## src/rtl/isa_pkg.sv

```systemverilog
// Shared RV32I encoding definitions for the instruction encoder.
// Holds the supported opcode constants, the instruction format enum,
// the encoder FSM state encoding and a request bundle type.
package isa_pkg;

    localparam logic [6:0] OPC_OP_IMM = 7'b0010011;
    localparam logic [6:0] OPC_LOAD   = 7'b0000011;
    localparam logic [6:0] OPC_STORE  = 7'b0100011;
    localparam logic [6:0] OPC_BRANCH = 7'b1100011;

    typedef enum logic [1:0] {FMT_I, FMT_S, FMT_B, FMT_BAD} fmt_e;

    typedef enum logic [1:0] {ST_IDLE, ST_RUN, ST_DRAIN, ST_DONE} state_e;

    // Decoded instruction fields as presented on the request port.
    typedef struct packed {
        logic [6:0]  opcode;
        logic [4:0]  rd;
        logic [4:0]  rs1;
        logic [4:0]  rs2;
        logic [2:0]  funct3;
        logic [31:0] imm;
    } req_t;

endpackage

```

## src/rtl/imm_pack.sv

```systemverilog
// Immediate placement for the supported RV32I formats (combinational).
// Ports:
//   opcode   - 7-bit major opcode
//   imm      - signed 32-bit immediate
//   fmt      - instruction format derived from opcode (FMT_BAD if unsupported)
//   imm_bits - 32-bit word holding only the immediate bits at their final
//              positions; all register/funct/opcode positions are zero
//   illegal  - unsupported opcode or immediate out of range for the format
module imm_pack
    import isa_pkg::*;
(
    input  logic [6:0]  opcode,
    input  logic [31:0] imm,
    output fmt_e        fmt,
    output logic [31:0] imm_bits,
    output logic        illegal
);

    logic i_ok;
    logic b_ok;

    // Sign-extension checks: the discarded upper bits must all copy the sign.
    assign i_ok = (imm[31:11] == '0) || (imm[31:11] == '1);
    // Branch offsets are 13-bit, half-word aligned.
    assign b_ok = ((imm[31:12] == '0) || (imm[31:12] == '1)) && !imm[0];

    always_comb begin
        unique case (opcode)
            OPC_OP_IMM, OPC_LOAD: fmt = FMT_I;
            OPC_STORE:            fmt = FMT_S;
            OPC_BRANCH:           fmt = FMT_B;
            default:              fmt = FMT_BAD;
        endcase
    end

    always_comb begin
        imm_bits = '0;
        illegal  = 1'b1;
        unique case (fmt)
            FMT_I: begin
                imm_bits = {imm[11:0], 20'b0};
                illegal  = !i_ok;
            end
            FMT_S: begin
                imm_bits = {imm[11:5], 13'b0, imm[4:0], 7'b0};
                illegal  = !i_ok;
            end
            FMT_B: begin
                imm_bits = {imm[12], imm[10:5], 13'b0, imm[4:1], imm[11], 7'b0};
                illegal  = !b_ok;
            end
            default: begin
                imm_bits = '0;
                illegal  = 1'b1;
            end
        endcase
    end

endmodule

```

## src/rtl/instr_encoder.sv

```systemverilog
// Streaming RV32I instruction encoder.
// Accepts decoded instruction requests (valid/ready), encodes them into
// 32-bit machine words and writes them to consecutive word addresses of
// instruction memory through a stallable write port.
// Ports:
//   clk, reset            - clock, synchronous active-high reset
//   start/base_addr/length- program start pulse, first address, request count
//   in_valid/in_ready     - request handshake
//   opcode..imm           - request fields
//   mem_we/mem_addr/mem_wdata/mem_ready - memory write port
//   busy/done/err/err_count - status
module instr_encoder
    import isa_pkg::*;
#(
    parameter int ADDR_WIDTH = 32,
    parameter int LEN_WIDTH  = 16
) (
    input  logic                  clk,
    input  logic                  reset,
    input  logic                  start,
    input  logic [ADDR_WIDTH-1:0] base_addr,
    input  logic [LEN_WIDTH-1:0]  length,
    input  logic                  in_valid,
    output logic                  in_ready,
    input  logic [6:0]            opcode,
    input  logic [4:0]            rd,
    input  logic [4:0]            rs1,
    input  logic [4:0]            rs2,
    input  logic [2:0]            funct3,
    input  logic [31:0]           imm,
    output logic                  mem_we,
    output logic [ADDR_WIDTH-1:0] mem_addr,
    output logic [31:0]           mem_wdata,
    input  logic                  mem_ready,
    output logic                  busy,
    output logic                  done,
    output logic                  err,
    output logic [LEN_WIDTH-1:0]  err_count
);

    state_e                state, state_nxt;
    logic [ADDR_WIDTH-1:0] addr_q;     // address of the next legal write
    logic [LEN_WIDTH-1:0]  remaining;  // requests still to accept
    req_t                  req;
    fmt_e                  fmt;
    logic [31:0]           imm_bits;
    logic                  illegal;
    logic [31:0]           field_bits;
    logic [31:0]           word;
    logic                  accept;
    logic                  last_accept;

    assign req = '{opcode: opcode, rd: rd, rs1: rs1, rs2: rs2, funct3: funct3, imm: imm};

    imm_pack u_imm_pack (
        .opcode   (req.opcode),
        .imm      (req.imm),
        .fmt      (fmt),
        .imm_bits (imm_bits),
        .illegal  (illegal)
    );

    // I-type carries rd; S/B-type carry rs2 instead and use the rd slot for immediate.
    assign field_bits = (fmt == FMT_I)
                      ? {12'b0, req.rs1, req.funct3, req.rd, req.opcode}
                      : {7'b0, req.rs2, req.rs1, req.funct3, 5'b0, req.opcode};
    assign word = imm_bits | field_bits;

    assign accept      = in_valid && in_ready;
    assign last_accept = accept && (remaining == LEN_WIDTH'(1));

    // State register
    always_ff @(posedge clk) begin
        if (reset) state <= ST_IDLE;
        else       state <= state_nxt;
    end

    // Next-state logic
    always_comb begin
        state_nxt = state;
        unique case (state)
            ST_IDLE:  if (start) state_nxt = (length == '0) ? ST_DONE : ST_RUN;
            ST_RUN:   if (last_accept) state_nxt = ST_DRAIN;
            ST_DRAIN: if (!mem_we || mem_ready) state_nxt = ST_DONE;
            ST_DONE:  state_nxt = ST_IDLE;
            default:  state_nxt = ST_IDLE;
        endcase
    end

    // FSM outputs. A new request may be taken while the held write retires.
    always_comb begin
        in_ready = (state == ST_RUN) && (!mem_we || mem_ready);
        busy     = (state != ST_IDLE);
        done     = (state == ST_DONE);
    end

    // Counters and output register
    always_ff @(posedge clk) begin
        if (reset) begin
            addr_q    <= '0;
            remaining <= '0;
            mem_we    <= 1'b0;
            mem_addr  <= '0;
            mem_wdata <= '0;
            err       <= 1'b0;
            err_count <= '0;
        end else begin
            err <= 1'b0;
            if (state == ST_IDLE && start && length != '0) begin
                addr_q    <= base_addr & ~ADDR_WIDTH'(3);
                remaining <= length;
                err_count <= '0;
            end
            if (mem_we && mem_ready) mem_we <= 1'b0;
            // A legal accept below overrides the retire above (back-to-back).
            if (accept) begin
                remaining <= remaining - LEN_WIDTH'(1);
                if (illegal) begin
                    err <= 1'b1;
                    if (err_count != '1) err_count <= err_count + LEN_WIDTH'(1);
                end else begin
                    mem_we    <= 1'b1;
                    mem_addr  <= addr_q;
                    mem_wdata <= word;
                    addr_q    <= addr_q + ADDR_WIDTH'(4);
                end
            end
        end
    end

endmodule

```

## config.mk

```make
export PLATFORM = sky130hd
export DESIGN_NAME = instr_encoder
export DESIGN_NICKNAME = d
export VERILOG_FILES = /design/src/rtl/isa_pkg.sv /design/src/rtl/imm_pack.sv /design/src/rtl/instr_encoder.sv
export SDC_FILE = /design/constraint.sdc
export NUM_CORES = 1
export LEC_CHECK = 0
export CAP_MARGIN = 15
export CELL_PAD_IN_SITES_DETAIL_PLACEMENT = 0
export CELL_PAD_IN_SITES_GLOBAL_PLACEMENT = 2
export CORE_MARGIN = 2
export CORE_UTILIZATION = 26
export CTS_CLUSTER_SIZE = 10
export DETAILED_ROUTE_END_ITERATION = 10
export PLACE_DENSITY = 0.83
export SETUP_SLACK_MARGIN = 0.05
export SYNTH_ARGS = -nofsm -noshare
export SYNTH_HDL_FRONTEND = slang
export SYNTH_SLANG_ARGS = --single-unit
```

## constraint.sdc

```tcl
create_clock -name clk -period 2.9 [get_ports clk]
set_clock_uncertainty 0.1 [all_clocks]
set_input_delay 0.58 -clock clk [delete_from_list [all_inputs] [get_ports clk]]
set_output_delay 0.58 -clock clk [all_outputs]
set_load 0.01 [all_outputs]
```

# Word level (Yosys, flattened, before mapping)
# Cells that the tools add are included.
[classes]
n_eq_ne = 16
n_mux = 22
addsub = 3
reduce_logical = 27
n_bitwise = 3
[ops]
columns = ["op", "count"]
rows = [
  ["$mux 16", 6],
  ["$mux 32", 3],
  ["$pmux 32 s3", 1],
  ["$add 32x3->32 const B", 1],
  ["$or 32x25->32", 1],
  ["$mux 25", 1],
  ["$eq 21x21->1 const B", 1],
  ["$logic_not 21->1", 1],
  ["$eq 20x20->1 const B", 1],
  ["$logic_not 20->1", 1],
  ["$add 16x1->16 const B", 1],
  ["$eq 16x1->1 const B", 1],
  ["$logic_not 16->1", 1],
  ["$ne 16x16->1 const B", 1],
  ["$reduce_bool 16->1", 1],
  ["$sub 16x1->16 const B", 1],
  ["$mux 2", 4],
  ["$pmux 2 s4", 1],
  ["$eq 7x2->1 const B", 1],
  ["$eq 7x5->1 const B", 1],
  ["$eq 7x6->1 const B", 1],
  ["$eq 7x7->1 const B", 1],
  ["$logic_and 1x1->1", 7],
  ["$eq 2x2->1 const B", 3],
  ["13 further kinds", 29],
]
[word_totals]
elab_cells = 79
out_inout_bits = 85
ff_bits = 132
input_bits = 110

# Logic depth before layout (Yosys ltp)
# Gate-level depths: netlist (run 1).
[logic_depth]
ltp_word = 8
ltp_mapped = 11
ltp_nobuf = 8

# Hierarchy
# Synthesis (run 1) repeated with hierarchy kept, for this count alone.
[unflattened]
cells_unflattened = 814
area_unflattened_um2 = 6461.2
[modules_own_cells]
columns = ["module", "cells_each", "area_per_inst_um2", "instances", "seq_area_each_um2"]
rows = [
  ["instr_encoder", 752, 6018.3, 1, 2642.5],
  ["imm_pack", 62, 442.9, 1, 0.0],
]

# Least setup slack after synthesis (run 1)
# OpenSTA, ideal clock, no wires.
[synth_timing]
path_kind = "input to register"
start = "in imm[27]"
end = "reg addr_q[27]"
setup_ps = 86
t_arrival_ps = 2328
n_path_buf = 1
cell_stages = 8
slack_ps = 387
required_ps = 2714
path_cell_list = "nor4_1 > and3_1 > nand3_1 > a2111o_1 > buf_2 > nor4_4 > nor3_1 > a211oi_1"
[synth_between]
elab_chain_len = 7
elab_cells_between_ends = 12
classes_between = "eq/ne: 2; mux: 3; reduce/logical: 7"
[synth_lines]
columns = ["item", "line", "rtl"]
rows = [
  ["start, declared", "instr_encoder.sv:30", "input logic [31:0] imm,"],
  ["$eq 20x20->1 / $logic_not 20->1 (equally long branches)", "imm_pack.sv:25", "assign b_ok = ((imm[31:12] == '0) || (imm[31:12] == '1)) && !imm[0];"],
  ["$logic_or 1x1->1", "imm_pack.sv:25", ""],
  ["$logic_and 1x1->1", "imm_pack.sv:25", ""],
  ["$logic_not 1->1", "imm_pack.sv:50", "illegal = !b_ok;"],
  ["$pmux 1 s2 *", "imm_pack.sv:39", "unique case (fmt)"],
  ["$mux 32 *", "instr_encoder.sv:118", "if (illegal) begin"],
  ["$mux 32 *", "instr_encoder.sv:116", "if (accept) begin"],
  ["end signal, assigned", "instr_encoder.sv:110", "addr_q <= base_addr & ~ADDR_WIDTH'(3);"],
  ["end signal, assigned", "instr_encoder.sv:125", "addr_q <= addr_q + ADDR_WIDTH'(4);"],
  ["end, declared", "instr_encoder.sv:42", "logic [ADDR_WIDTH-1:0] addr_q;"],
]
# Every way passes the cells marked *; elsewhere a longest branch is shown, timed or not.
# A chain may end at the register's enable or synchronous reset.

# Worst setup path in the final report (run 1)
[layout_timing]
start = "in imm[27]"
end = "reg addr_q[14]"
# The elaborated chain is that of the path after synthesis.

==> key figures, run 1 <==
Timing
  • Slew margin rel.: 58.0%
  • Final worst-path cycle share: 93.1%
  • Worst-Margin Slew: between 0.6 and 0.7 ns
  • Final Hold Viols: 0
  • RSZ-0062 raised after global routing: yes
  • Setup violators final: 0
  • Min Tclk post-route: 2.70 ns
  • Fmax: 0.370 GHz
  • WHS: roughly 0.35 ns
  • Final Max Slew Viols: 0

Detailed routing
  • Initial DRT Pass Iterations: 6
  • Post-Route WL: between 20,000 and 25,000 um
  • DRC: 0
  • Via count: approximately 6,600
  • Drt initial violations: approximately 420
  • Routed Antenna Nets: 0
  • DR WL/cell: between 15 and 20 um
  • Vias per inst: between 4 and 5

Logic synthesis
  • Number of synthesized register bits: approximately 130
  • Complex-gate fraction of the synthesized area: a little under a quarter
  • YS warnings: 0
  • Mux contribution to synthesized area: 1.97%
  • Post-synth EDFFs: 0
  • Post-Synth Simple-Gate Area: 26.5%
  • Post-synthesis cell count: between 700 and 800
  • Xor/xnor cell area share of the yosys netlist: 0.141%
  • Largest family of logic cells by synthesized area: simple AND/OR/NAND/NOR gates
  • Post-synthesis sequential area ratio: between 40% and 50%
  • Syn_nets: roughly 890
  • Synth unique cells: 66
  • Adder-cell share of the synthesized area: 1.81%
  • Avg Cell Area, Syn: 8.10 um^2
  • Area of the mapped netlist: 6230 um^2
  • Commonest register cell after synthesis: dfxtp_1
  • Synth async-reset ratio: 0%

Die
  • Initial Util: approximately a quarter
  • Row count: 56
  • DIE AREA: 25,200 um^2
  • Die height: roughly 160 um
  • Die W: around 160 um
  • I/O Pins: 195
  • Core area: 23,500 um^2

Place
  • Port Buffers: between 150 and 200
  • Placed Area: 9020 um^2
  • DP HPWL: around 16,000 um
  • Placer's final routability congestion estimate: approximately 0.80
  • Number of placed instances, taps included: between 1,000 and 1,500

Setup path
  • Crit end category: flop
  • CP cell instances: clkdlybuf4s50_1, nand4_1, nor3_4, o211ai_4, buf_6, a2111oi_4, buf_4, and2_4, a311oi_2, a2111oi_2
  • Worst setup path category: in -> reg
  • R2R setup slack: ~0.30 ns
  • Setup crit start kind: input port
  • CP max stage cell: clkdlybuf4s50_1
  • Worst EP required: 3.13 ns
  • Reg2reg path depth: 7
  • Critical path fanouts, max: 4
  • CP arrival: between 2 and 3 ns
  • Reg2reg start: err_count[4]
  • Reg-to-Reg End: err_count[15]
  • CP max stage delay: between 0.4 and 0.5 ns

Global routing
  • Total GRT Usage: between 15 and 20%
  • Vias in the first global route: approximately 6,300
  • Initial antenna violation count: 0
  • First-pass GRT wire length: ~35,000 um
  • GR Overflow Total: 0
  • Pin count of the biggest net entering global routing: 56

Clock network
  • CTS Buffer Depth: 2
  • CTS Sinks: 132
  • Worst-Skew Late Latency: ~0.44 ns
  • CTS tree: done
  • Worst-path clk slew: ~0.06 ns
  • Root buffer cell: clkbuf_16
  • CTS Buf Count: 17
  • Hold-fix buffers, CTS: 0
  • H-tree levels: 4

Layout
  • Final nets: about 1,100
  • Final non-filler cell area: between 9000 and 10,000 um^2
  • Util after Layout: 41.4%
  • Most common cell after layout, fill and taps aside: clkdlybuf4s50_1
  • Post-Layout Cell Count: between 1,000 and 1,500
  • Multi-input gate area: around 3400 um^2
  • Area Overhead vs Synth: 56.2%
  • Diodes inserted: 0
  • Share of cells above drive strength 1: 13.9%
  • Reg area: ~2600 um^2
  • Leading cell types in the layout, fill and taps excluded: clkdlybuf4s50_1 (182), nand2_1 (133), dfxtp_1 (132), a21oi_1 (90), buf_4 (81)
  • Fill count: 2,426

Pwr
  • Switching part of the total: a little under a third
  • Sw power: about 0.0019 W
  • Pwr per Cell Area: between 600 and 700 nW/um^2
  • Combinational share of power: between 20% and 30%
  • Leakage: about 3.6 nW
  • Max IR drop VDD: 0.328 mV
  • Seq pwr share: a little over a third
  • Clock Power Share: approximately two fifths
  • Int Pwr: around 0.0043 W

Worst hold path
  • WHS Endpoint: mem_wdata[18]
  • Hold path cells: 2
  • Worst Hold Class: reg -> reg
  • Hold path start: mem_wdata[18]

Outcome
  • Status: completed

Run
  • Max_cap viols: 0
worst max-delay path, delay by kind of cell:
kind | cells | cell delay (ns)
AOI/OAI and AO/OA | 4 | 0.95
buffers and inverters | 3 | 0.83
and+or+nand+nor | 3 | 0.58
power by group through the flow:
stage	combinational [W]	clock (W)	sequential, W
3_5_place_dp	0.00159	0	0.00222
5_1_grt	0.00179	0.00250	0.00221
4_1_cts	0.00161	0.00243	0.00218
2_1_floorplan	0.000855	0	0.00216
3_3_place_gp	0.00158	0	0.00222
6_report	0.00161	0.00237	0.00219
metal layers:
metal	global-route usage (%)	part of all wire [%]
met5	0	0
met1	23.0	49
met4	5.34	1.1
met3	4.15	4.0
met2	27.4	46
cells by family (layout without fill, tap and decap cells):
kind of cell | after synthesis | after routing
fa+ha+maj | 9 | 9
xor+xnor | 1 | 1
flops | 132 | 132
buf+inv | 63 | 326
compound gates | 215 | 215
mux | 12 | 12
simple gates | 337 | 337
registers in the layout, summed over array words and instances, names as in the netlist:
| signal | cells |
|---|---|
| addr_q | 32 |
| err | 1 |
| err_count | 16 |
| mem_addr | 32 |
| mem_wdata | 32 |
| mem_we | 1 |
| remaining | 16 |
| state | 2 |
how the worst max path moves through the flow:
stage | start | slack (ns) | end
finish | imm[27] | 0.20 | addr_q[14]
detailed placement | imm[31] | -0.44 | addr_q[14]
CTS | imm[29] | 0.03 | addr_q[14]
global route | imm[27] | 0.04 | addr_q[13]
global placement | imm[31] | -0.36 | addr_q[6]
floorplan | imm[27] | 0.39 | addr_q[27]
timing repair:
action	in CTS	in global routing
cloned	0	0
resized for setup	4	17
setup buffers	0	1
pin swaps	4	8
setup endpoints to repair	2	77
stage by stage:
step / TNS, ns / setup slack (ns) / total power, W
3_3_place_gp: -26.11 / -0.359 / 0.00380
2_1_floorplan: 0 / 0.387 / 0.00302
6_report: 0 / 0.200 / 0.00617
5_1_grt: 0 / 0.0442 / 0.00651
3_5_place_dp: -28.06 / -0.441 / 0.00381
4_1_cts: 0 / 0.0255 / 0.00622
synthesized netlist by cell type (8+ instances only):
| cell | number | area share, % |
|---|---|---|
| nand2_1 | 133 | 8.0 |
| mux2i_1 | 10 | 1.6 |
| o21ai_0 | 31 | 2.5 |
| nand4_1 | 15 | 1.5 |
| inv_1 | 18 | 1.1 |
| dfxtp_1 | 132 | 42 |
| and3_1 | 20 | 2.0 |
| nor3_1 | 23 | 1.8 |
| clkbuf_1 | 26 | 1.6 |
| nand3_1 | 27 | 2.2 |
| a21oi_1 | 92 | 7.4 |
| ha_1 | 9 | 1.8 |
| nor4_1 | 20 | 2.0 |
| a211oi_1 | 22 | 2.7 |
| buf_2 | 14 | 1.1 |
| a31oi_1 | 8 | 0.80 |
| and2_1 | 9 | 0.90 |
| nor2_1 | 63 | 3.8 |
final cells by class:
cell class	instances	area share (%)
multi-input combinational	574	34.8
inverter	18	0.694
sequential	132	27.2
tap	319	4.10
clock inverter	11	1.77
clock buffer	21	4.73
timing repair buffer	276	26.8
Note: power is estimated with default switching activity, not from simulation.
==> inputs of run 2 (changes only) <==
CORE_UTILIZATION = 36   (was 26)
DONT_BUFFER_PORTS = 1   (was default)
PLACE_DENSITY = 0.84   (was 0.83)
==> key figures, run 2 (synthesis results as in run 1) <==
Outcome
  • Status: completed

Timing
  • Final worst-path cycle share: 94.2%
  • Min Tclk post-route: around 2.7 ns
  • Slew margin rel.: 57.1%
  • Fmax: 0.366 GHz
  • Final Max Slew Viols: 0
  • Worst-Margin Slew: between 0.6 and 0.7 ns
  • WHS: between 0.15 and 0.2 ns
  • Setup violators final: 0
  • Final Hold Viols: 0

Pwr
  • Leakage: approximately 2.5 nW
  • Max IR drop VDD: around 0.4 mV
  • Clock Power Share: ~37%
  • Int Pwr: around 0.0037 W
  • Pwr per Cell Area: 753 nW/um^2
  • Switching part of the total: a little under a third
  • Combinational share of power: 22.5%
  • Seq pwr share: 40.3%
  • Total power: 0.00541 W
  • Sw power: approximately 0.0017 W

Clock network
  • Root buffer cell: clkbuf_16
  • H-tree levels: 4
  • CTS tree: done
  • Hold-fix buffers, CTS: 0
  • Worst-Skew Late Latency: between 0.4 and 0.5 ns
  • Worst-path clk slew: 0.06 ns
  • CTS Buffer Depth: 2
  • CTS Buf Count: 17
  • CTS Sinks: around 130

Die
  • DIE AREA: ~18,000 um^2
  • Die W: between 100 and 150 um
  • Die height: 136 um
  • I/O Pins: a little under 200
  • Row count: 48
  • Core area: between 15,000 and 20,000 um^2
  • Initial Util: a little over a third

Layout
  • Biggest regs: addr_q: 32 flops, mem_addr: 32 flops, mem_wdata: 32 flops
  • Area Overhead vs Synth: 15.3%
  • Leading cell types in the layout, fill and taps excluded: nand2_1 (133), dfxtp_1 (132), a21oi_1 (92), nor2_1 (61), buf_4 (37)
  • Most common cell after layout, fill and taps aside: nand2_1
  • Util after Layout: 42.0%
  • Share of cells above drive strength 1: between 10% and 20%
  • Final nets: between 900 and 1,000
  • Fill count: roughly 1,800

Global routing
  • Pin count of the biggest net entering global routing: approximately 110
  • Vias in the first global route: between 5,000 and 6,000
  • First-pass GRT wire length: 28,200 um
  • Total GRT Usage: between 10% and 20%
  • GR Overflow Total: 0
  • Initial antenna violation count: 1

Detailed routing
  • DR WL/cell: around 18 um
  • Post-Route WL: between 15,000 and 20,000 um
  • Initial DRT Pass Iterations: 4
  • Routed Antenna Nets: 0
  • Via count: between 5,000 and 6,000
  • Vias per inst: approximately 5.7
  • DRC: 0
  • Drt initial violations: about 360

Worst hold path
  • Hold path start: reset
  • WHS Endpoint: err_count[14]
  • Worst Hold Class: in -> reg
  • Hold path cells: 1

Setup path
  • Critical path fanouts, max: 10
  • Worst EP required: approximately 3.1 ns
  • Reg2reg path depth: 8
  • Reg2reg start: state[1]
  • Worst setup path category: reg -> reg
  • Setup crit start kind: flop
  • CP max stage cell: a2111o_2
  • Reg-to-Reg End: addr_q[22]
  • R2R setup slack: ~0.17 ns
  • CP max stage delay: between 0.6 and 0.7 ns
  • Crit end category: flop
  • CP arrival: around 2.9 ns
  • CP cell instances: inv_1, ha_1, and2_1, nand2_1, a2111o_2, nor2_2, a211oi_1, a2111oi_0

Run
  • Max_cap viols: 0

Place
  • Placer's final routability congestion estimate: about 0.83
  • DP HPWL: ~13,000 um
  • Port Buffers: 0
## run 2: changes by cell type in the layout (fill, tap and decap cells not counted), moves of 2 or more
cell / delta
inv_6: -2
bufinv_16: -3
nor4_2: -2
a21oi_2: -2
a21oi_1: +2
clkdlybuf4s50_1: -182
buf_6: -2
buf_4: -44
nor4_1: +2
clkinvlp_4: +3
dlymetal6s2s_1: -9
## run 2: layout make-up
type	instances	area (um^2)	share of cell area, %
antenna	1	2.50	0.0348
clock buffer	22	474	6.60
clock inverter	8	78.8	1.10
inverter	18	67.6	0.940
multi-input combinational	574	3330	46.4
sequential	132	2640	36.8
tap	225	282	3.92
timing repair buffer	39	305	4.25
## run 2: critical path, delay by kind of cell (launching register included)
family,cells,cell delay [ns]
AOI/OAI and AO/OA,3,1.14
adders and majority gates,1,0.23
buffers and inverters,1,0.13
DFF,1,0.33
and+or+nand+nor,3,0.67
## run 2: worst max-delay path by stage
stage	cells past startpoint	from	slack [ns]	to
3_3_place_gp	8	imm[21]	0.04	mem_wdata[11]
6_report	8	state[1]	0.17	addr_q[22]
4_1_cts	7	state[1]	0.06	err_count[8]
3_5_place_dp	8	imm[27]	-0.01	err_count[8]
2_1_floorplan	8	imm[27]	0.39	addr_q[27]
5_1_grt	8	state[1]	-0.02	addr_q[22]
## run 2: timing repair
item	CTS	global route
resized for setup	0	1
setup endpoints to repair	0	9
buffers inserted	0	0
## run 2: power groups by stage
stage	clock network, W	logic, W	registers [W]
floorplan	0	0.000855	0.00216
global placement	0	0.00118	0.00220
CTS	0.00208	0.00121	0.00217
global route	0.00217	0.00135	0.00221
finish	0.00202	0.00122	0.00218
detailed placement	0	0.00120	0.00221
## run 2: per-stage QoR
step | setup WS, ns | setup TNS [ns] | instance area (um^2) | instances
after floorplan | 0.387 | 0 | 6230 | 769
after global placement | 0.0405 | 0 | 6620 | 987
after detailed placement | -0.0144 | -0.0174 | 6620 | 987
after CTS | 0.0615 | 0 | 7170 | 1017
after global routing | -0.0210 | -0.0210 | 7180 | 1019
final | 0.167 | 0 | 7180 | 1019
## run 2: layer usage
layer / track usage [%] / routed length [um] / up-vias
met5: 0 / 0 / -
met2: 31.8 / 8720 / 201
met1: 24.3 / 7910 / 2743
li1: - / - / 2826
met4: 5.73 / 189 / 0
met3: 7.41 / 1550 / 9
